`config.mk`:
```
export PLATFORM = sky130hd
export DESIGN_NAME = gpio_mbx_responder
export DESIGN_NICKNAME = d
export VERILOG_FILES = /design/src/rtl/gpio_mbx_responder.sv
export SDC_FILE = /design/constraint.sdc
export NUM_CORES = 1
export LEC_CHECK = 0
export ABC_CLOCK_PERIOD_IN_PS = 2300
export CELL_PAD_IN_SITES_DETAIL_PLACEMENT = 1
export CELL_PAD_IN_SITES_GLOBAL_PLACEMENT = 1
export CORE_UTILIZATION = 33
export DETAILED_ROUTE_END_ITERATION = 6
export PLACE_DENSITY = 0.82
export SETUP_SLACK_MARGIN = 0.02
export SYNTH_ARGS = -nofsm -noshare
export SYNTH_HDL_FRONTEND = slang
export SYNTH_SLANG_ARGS = --single-unit
```
`constraint.sdc`:
```
create_clock -name clk_clk -period 2.3 [get_ports clk_clk]
set_clock_uncertainty 0.1 [all_clocks]
set_input_delay 0.69 -clock clk_clk [delete_from_list [all_inputs] [get_ports clk_clk]]
set_output_delay 0.69 -clock clk_clk [all_outputs]
set_load 0.02 [all_outputs]
```
`src/rtl/gpio_mbx_responder.sv`:
```
// GPIO mailbox responder: decodes CPU commands over a 4-phase REQ/ACK handshake
// and serves a bank of control registers and status inputs. Optional watchdog: MBX_WDOG_EN.
module gpio_mbx_responder #(
    parameter int unsigned NREGS       = 8,
    parameter int unsigned NSTAT       = 4,
    parameter int unsigned WDOG_CYCLES = 1000000
) (
    input  logic                  clk_clk,
    input  logic                  reset_reset_n,
    input  logic [31:0]           mbx_w_i,
    input  logic [31:0]           mbx_s_i,
    output logic [31:0]           mbx_r_o,
    output logic [NREGS*32-1:0]   ctrl_q_o,
    output logic [NREGS-1:0]      ctrl_wr_stb_o,
    input  logic [NSTAT*32-1:0]   stat_i,
    output logic                  wdog_trip_o
);

    localparam int unsigned DW = 32;

    localparam logic [2:0] OP_NOP   = 3'd0;
    localparam logic [2:0] OP_WRITE = 3'd1;
    localparam logic [2:0] OP_RD_LO = 3'd2;
    localparam logic [2:0] OP_RD_HI = 3'd3;
    localparam logic [2:0] OP_SET   = 3'd4;
    localparam logic [2:0] OP_CLR   = 3'd5;

    typedef enum logic [1:0] {IDLE, EXEC, ACK, WAIT_LOW} state_t;

    state_t              state_q, state_d;
    logic                req_q;
    logic [DW-1:0]       cmd_q, cmd_d;
    logic [2:0]          op_q, op_d;
    logic [7:0]          addr_q, addr_d;
    logic [DW-1:0]       resp_q, resp_d;
    logic [DW-1:0]       regs_q [NREGS];
    logic [DW-1:0]       regs_d [NREGS];
    logic [NREGS-1:0]    stb_q, stb_d;
    logic                reg_hit, stat_hit, err, wr_ok;
    logic [DW-1:0]       src, wr_val;
    logic [15:0]         data;

`ifdef MBX_WDOG_EN
    localparam int unsigned WW = (WDOG_CYCLES > 1) ? $clog2(WDOG_CYCLES) : 1;
    logic [WW-1:0] wdog_q, wdog_d;
    logic          trip_q, trip_d;
`endif

    // Only REQ, OPCODE and ADDR of the control word are meaningful
    logic unused_ctl;
    assign unused_ctl = ^{mbx_s_i[31:16], mbx_s_i[7:4]};

    // Address decode and read source select
    always_comb begin
        reg_hit  = 1'b0;
        stat_hit = 1'b0;
        src      = '0;
        for (int k = 0; k < NREGS; k++) begin
            if (addr_q == 8'(k)) begin
                reg_hit = 1'b1;
                src     = regs_q[k];
            end
        end
        for (int j = 0; j < NSTAT; j++) begin
            if (addr_q == 8'(128 + j)) begin
                stat_hit = 1'b1;
                src      = stat_i[32*j +: 32];
            end
        end
    end

    // Next-state, response, register file and strobe logic
    always_comb begin
        state_d = state_q;
        cmd_d   = cmd_q;
        op_d    = op_q;
        addr_d  = addr_q;
        resp_d  = resp_q;
        regs_d  = regs_q;
        stb_d   = '0;
        err     = 1'b0;
        wr_ok   = 1'b0;
        wr_val  = '0;
        data    = '0;
`ifdef MBX_WDOG_EN
        wdog_d  = wdog_q + WW'(1);
        trip_d  = trip_q;
`endif
        case (state_q)
            IDLE: begin
                if (req_q) begin
                    cmd_d   = mbx_w_i;
                    op_d    = mbx_s_i[3:1];
                    addr_d  = mbx_s_i[15:8];
                    state_d = EXEC;
                end
            end
            EXEC: begin
                case (op_q)
                    OP_NOP: ;
                    OP_WRITE, OP_SET, OP_CLR: begin
                        wr_ok = reg_hit;
                        err   = !reg_hit;
                    end
                    OP_RD_LO: begin
                        err  = !(reg_hit || stat_hit);
                        data = err ? 16'h0 : src[15:0];
                    end
                    OP_RD_HI: begin
                        err  = !(reg_hit || stat_hit);
                        data = err ? 16'h0 : src[31:16];
                    end
                    default: err = 1'b1;
                endcase
                case (op_q)
                    OP_SET:  wr_val = src | cmd_q;
                    OP_CLR:  wr_val = src & ~cmd_q;
                    default: wr_val = cmd_q;
                endcase
                for (int k = 0; k < NREGS; k++) begin
                    if (wr_ok && addr_q == 8'(k)) begin
                        regs_d[k] = wr_val;
                        stb_d[k]  = 1'b1;
                    end
                end
                resp_d  = {1'b1, err, op_q, 11'h0, data};
                state_d = ACK;
            end
            ACK: begin
                // REQ already gone: ACK has been shown for its one cycle, finish now
                if (req_q) begin
                    state_d = WAIT_LOW;
                end else begin
                    resp_d  = '0;
                    state_d = IDLE;
                end
            end
            WAIT_LOW: begin
                if (!req_q) begin
                    resp_d  = '0;
                    state_d = IDLE;
                end
            end
            default: state_d = IDLE;
        endcase
`ifdef MBX_WDOG_EN
        // Reaching ACK beats a simultaneous timeout
        if (state_q == EXEC) begin
            wdog_d = '0;
            trip_d = 1'b0;
        end else if (wdog_q == WW'(WDOG_CYCLES - 1)) begin
            wdog_d = '0;
            trip_d = 1'b1;
            for (int k = 0; k < NREGS; k++) regs_d[k] = '0;
        end
`endif
    end

    always_ff @(posedge clk_clk or negedge reset_reset_n) begin
        if (!reset_reset_n) begin
            state_q <= IDLE;
            req_q   <= 1'b0;
            cmd_q   <= '0;
            op_q    <= '0;
            addr_q  <= '0;
            resp_q  <= '0;
            regs_q  <= '{default: '0};
            stb_q   <= '0;
`ifdef MBX_WDOG_EN
            wdog_q  <= '0;
            trip_q  <= 1'b0;
`endif
        end else begin
            state_q <= state_d;
            req_q   <= mbx_s_i[0];
            cmd_q   <= cmd_d;
            op_q    <= op_d;
            addr_q  <= addr_d;
            resp_q  <= resp_d;
            regs_q  <= regs_d;
            stb_q   <= stb_d;
`ifdef MBX_WDOG_EN
            wdog_q  <= wdog_d;
            trip_q  <= trip_d;
`endif
        end
    end

    for (genvar k = 0; k < NREGS; k++) begin : g_ctrl
        assign ctrl_q_o[32*k +: 32] = regs_q[k];
    end

    assign mbx_r_o       = resp_q;
    assign ctrl_wr_stb_o = stb_q;

`ifdef MBX_WDOG_EN
    assign wdog_trip_o = trip_q;
`else
    logic unused_wdog;
    assign unused_wdog = |32'(WDOG_CYCLES);
    assign wdog_trip_o = 1'b0;
`endif

endmodule

```
* Yosys cells after proc, flatten, opt, wreduce, memory -nomap -nowiden
Cells that the tools add are included.
Widths: inputs -> output; s select.
** Storage, ports and cells
- Word-level logic and storage cells :: 115
- Output and inout port bits :: 297
- Input port bits :: 194
- Bits in registers :: 342
** Operators by class
- Equal/unequal tests :: 22
- Bitwise operators :: 3
- Reductions and logical operators :: 29
- Mux-type cells :: 46
** Operator list (count)
- $mux 32 :: 13
- $pmux 32 s2 :: 2
- $and 32x32->32 :: 1
- $eq 8x3->1 const B :: 4
- $eq 8x8->1 const B :: 4
- $mux 16 :: 2
- $not 32->32 :: 1
- $or 32x32->32 :: 1
- $pmux 16 s2 :: 1
- $mux 1 :: 22
- $reduce_and 2->1 :: 11
- $eq 8x2->1 const B :: 2
- $eq 8x1->1 const B :: 1
- $logic_and 1x1->1 :: 8
- $logic_not 8->1 :: 1
- $mux 8 :: 1
- $pmux 2 s4 :: 1
- $eq 3x2->1 const B :: 2
- $eq 3x3->1 const B :: 2
- $mux 2 :: 3
- $ne 2x2->1 const B :: 3
- $eq 2x2->1 const B :: 2
- $reduce_or 2->1 :: 2
- $eq 3x1->1 const B :: 1
- other kinds (8) :: 9

* Logic depth before layout (Yosys ltp)
- Depth after elaboration :: 16
- Gate-level depth with buffers :: 11
- Depth with buffers taken out :: 6

* Least setup slack after synthesis
No wires, ideal clock.
- Kind :: flip-flop to flip-flop
- From :: register addr_q[5]
- To :: register regs_q, in the netlist ctrl_q_o[41]
- Library setup time :: 0.144 ns
- Setup slack :: -0.161 ns
- Arrival :: 2.218 ns
- Stages on the path, launching flop included :: 10
- Data required time :: 2.056 ns
- Period minus slack after synthesis :: 2.461 ns
- Path buffers :: 4
- Cells stage by stage :: dfrtp_1 or4_1 buf_6 buf_6 nor4_4 nand3_1 inv_1 buf_2 buf_2 a31oi_1
** Between the ends
- Word-level cells in the longest chain between the ends :: 15
- Elaborated cells on any way between the ends :: 39
- Classes of those cells :: 11 x eq/ne; 23 x mux; 2 x bitwise; 3 x reduce/logical
** RTL lines
- from (decl) :: line 34 : logic [7:0] addr_q, addr_d;
- from (signal assigned) :: line 178 : addr_q <= addr_d;
- $logic_not 8->1 :: line 59 : if (addr_q == 8'(k)) begin
- $mux 32 (8 in series) :: line 59
- $mux 32 (4 in series) :: line 65 : if (addr_q == 8'(128 + j)) begin
- $and 32x32->32 / $or 32x32->32 (equally long branches) :: line 117, 116
- $pmux 32 s2 :: line 115 : case (op_q)
- to (signal assigned) :: line 180 : regs_q <= regs_d;
- to (decl) :: line 36 : logic [DW-1:0] regs_q [NREGS];
Several ways; a longest one is shown, not always the timed one. The select of a mux whose other input is x is not followed.
A chain may end at the register's enable or synchronous reset.

* Final worst setup path
- From :: register addr_q[1]
- To :: register regs_q, in the netlist ctrl_q_o[37]
The elaborated chain is that of the path after synthesis.

==> flow_summary.json <==
{
  "status": "complete, but fails checks",
  "violations": "setup timing",
  "p_int_mw": 16.0,
  "vias": 22100,
  "clkTransAtPathRegs_ps": 70,
  "final-setup-viol-count": 559,
  "grt_max_degree": 64,
  "rsz0062_at_grt": "yes",
  "worstMarginPinSlew_ps": 1050,
  "drv_cap": 0,
  "crit_path_frequent_cell": "buf_4",
  "sw_frac_of_total": 0.423,
  "tns_ps": -158640,
  "clock_tree.htree_level_count": 2,
  "final_nets": 2775,
  "hold_ws_ps": 411,
  "cts_inserted_buffers": 41,
  "antenna_left": 0,
  "die-area_mm2": 0.0536,
  "cts_num_sinks": 331,
  "drt_iter0_drc": 2920,
  "comb_power_share": 0.484,
  "cp_max_fo": 8,
  "synth_cell_type_count": 83,
  "ir_drop_v": 0.000626,
  "dp_hpwl_mm": 68.7,
  "cpMaxStageDelayCell": "a22oi_1",
  "worstSetupPathType": "reg2reg",
  "route.detailed.wl_per_inst_um": 37.6,
  "cts_root_buffer": "clkbuf_16",
  "dr.pass1.iters": 6,
  "max_slew_margin": 0.299,
  "finalMaxSlewViolations": 0,
  "layout_commonest_cell": "clkdlybuf4s50_1",
  "p_seq_frac": 0.262,
  "vias_per_cell": 6.71,
  "gp_congestion": 0.928,
  "ys_seq_elements": 331,
  "grt_pass1_wl_mm": 149,
  "fmax_mhz": 301,
  "ys_seq_area_frac": 0.476,
  "synth.cell_area_mm2": 0.0174,
  "worst_hold_path_type": "reg2reg",
  "min_period_over_period": 1.44,
  "critPathLaunchType": "register",
  "drive_gt1_frac": 0.403,
  "power_frac_clock": 0.254,
  "required_ps": 2680,
  "tritoncts": "done",
  "cp.arrival_ps": 3700,
  "grt_overflow_total": 0,
  "syn_to_final_growth_pct": 84.2,
  "setup_slack_ps": -1020,
  "synth_edf_count": 0,
  "period_needed_ps": 3320,
  "cellPowerDensity_mw_per_mm2": 868,
  "coreArea_mm2": 0.0517,
  "die_w_um": 232,
  "critical-path-max-stage-delay_ps": 790,
  "yosys_most_used_dff": "dfrtp_1",
  "hold_viol": 0,
  "initial_core_util": 0.336,
  "ios": 491,
  "synthCells": 1803,
  "crit_chain": "buf_4 -> nor3b_4 -> buf_6 -> buf_4 -> a22oi_1 -> o2bb2ai_1 -> o21a_2 -> o21ai_4 -> a31oi_1",
  "cellLeakagePower_nw": 11.9,
  "numPortBuffers": 458,
  "wl_mm": 124,
  "ys_async_sr_fraction": 1.00,
  "switching_power_mw": 11.8,
  "final_cell_mix": "clkdlybuf4s50_1 (448), dfrtp_1 (327), nor2_1 (221)",
  "grt_pass1_vias": 21700,
  "crit_family": "compound AO/OA/AOI/OAI gates",
  "grt_use_total": 0.381,
  "num_rows": 83,
  "yosys_warnings": 0,
  "end_kind": "register",
  "avgSynthCellArea_um2": 9.65,
  "worstSkewPairLatency_ps": 610,
  "path_buf_inv": 3,
  "drc_errors": 0,
  "clock_path_buffers": 3,
  "die_h_um": 232,
  "antenna_found_initial": 9
}
power groups by stage:
| stage | clock network (mW) | registers (mW) | logic (mW) |
|---|---|---|---|
| 6_report | 7.07 | 7.28 | 13.5 |
| 5_1_grt | 7.23 | 7.30 | 13.6 |
| 4_1_cts | 6.88 | 7.13 | 11.2 |
| 3_5_place_dp | 0 | 7.22 | 9.86 |
| 3_3_place_gp | 0 | 7.18 | 9.62 |
| 2_1_floorplan | 0 | 7.38 | 4.50 |
timing repair:
action                                  in CTS  in global routing
pin swaps                                  111                104
hold buffers                                 1                  0
buffers inserted                            81                 53
resized for setup                          303                451
gates cloned                                19                 22
endpoints found under the hold margin       38                  0
endpoints found under the setup margin     565                559
synthesized netlist by cell type (13+ instances only):
cell / number / area share
nand2_1: 82 / 0.018
o21ai_0: 32 / 0.0092
nand3_1: 24 / 0.0069
o211ai_1: 15 / 0.0065
dfrtp_1: 331 / 0.48
a21oi_1: 189 / 0.054
a211oi_1: 17 / 0.0073
nor3_1: 25 / 0.0072
nor2_1: 312 / 0.067
mux2i_1: 36 / 0.021
buf_2: 84 / 0.024
a31oi_1: 125 / 0.045
nand4_1: 28 / 0.010
mux2_2: 59 / 0.038
a22oi_1: 40 / 0.017
a22o_1: 19 / 0.0096
a2111oi_0: 13 / 0.0065
clkbuf_1: 58 / 0.013
mux4_2: 22 / 0.028
o31ai_1: 31 / 0.013
buf_4: 19 / 0.0082
sequential cells by signal, summed over array words and instances, names as in the netlist:
signal / cells
mbx_r_o: 21
ctrl_wr_stb_o: 8
ctrl_q_o: 256
cmd_q: 32
addr_q: 8
op_q: 3
req_q: 1
state_q: 2
area by class of cell:
type / instances / area [µm²]
Fill cell: 5221 / 19700
Multi-Input combinational cell: 1298 / 11200
Timing Repair Buffer: 896 / 10100
Sequential cell: 331 / 8290
Clock buffer: 58 / 1200
Tap cell: 680 / 851
Clock inverter: 16 / 190
Inverter: 12 / 146
Antenna cell: 6 / 15.0
Timing Repair inverter: 1 / 11.3
metal layers:
metal,up-vias,share of wire,track usage
met1,11000,0.34,0.450
met5,-,0.00051,0
met2,2032,0.44,0.620
met4,12,0.089,0.226
li1,8280,-,-
met3,797,0.13,0.103
cells by family (layout without fill, tap and decap cells):
| kind of cell | Yosys count | in the layout | synth area share |
|---|---|---|---|
| buffers and inverters | 185 | 983 | 0.0509 |
| AO/OA/AOI/OAI | 590 | 590 | 0.226 |
| flip-flops | 331 | 331 | 0.476 |
| other | 1 | 18 | 0.000216 |
| AND/OR/NAND/NOR | 579 | 579 | 0.159 |
| multiplexers | 117 | 117 | 0.0874 |
path summary, 6_finish.rpt:
kind	cells after the start	to	from	slack [ps]
max	9	ctrl_q_o[37]	addr_q[1]	-1020
min	2	mbx_r_o[4]	mbx_r_o[4]	410
max reg2reg	9	ctrl_q_o[37]	addr_q[1]	-1020
min reg2reg	2	mbx_r_o[4]	mbx_r_o[4]	410
max in group asynchronous	3	mbx_r_o[15]	reset_reset_n	790
min in group asynchronous	2	ctrl_wr_stb_o[4]	reset_reset_n	530
tightest hold or removal path: stages (launching register included):
cell,delay (ps)
dfrtp_1,360
nand2_1,70
nand2_1,60
per-stage QoR:
step / setup WS (ps) / power [mW] / cell area [µm²] / instances / util
3_5_place_dp: -587 / 17.1 / 25300 / 3060 / 0.489
5_1_grt: -1020 / 28.1 / 32000 / 3292 / 0.619
4_1_cts: -292 / 25.2 / 29200 / 3229 / 0.565
6_report: -1020 / 27.8 / 32000 / 3298 / 0.620
3_3_place_gp: -543 / 16.8 / 25300 / 3060 / 0.489
2_1_floorplan: -84.0 / 11.9 / 17800 / 1814 / -
No activity file was read; power rests on OpenSTA's default activity.
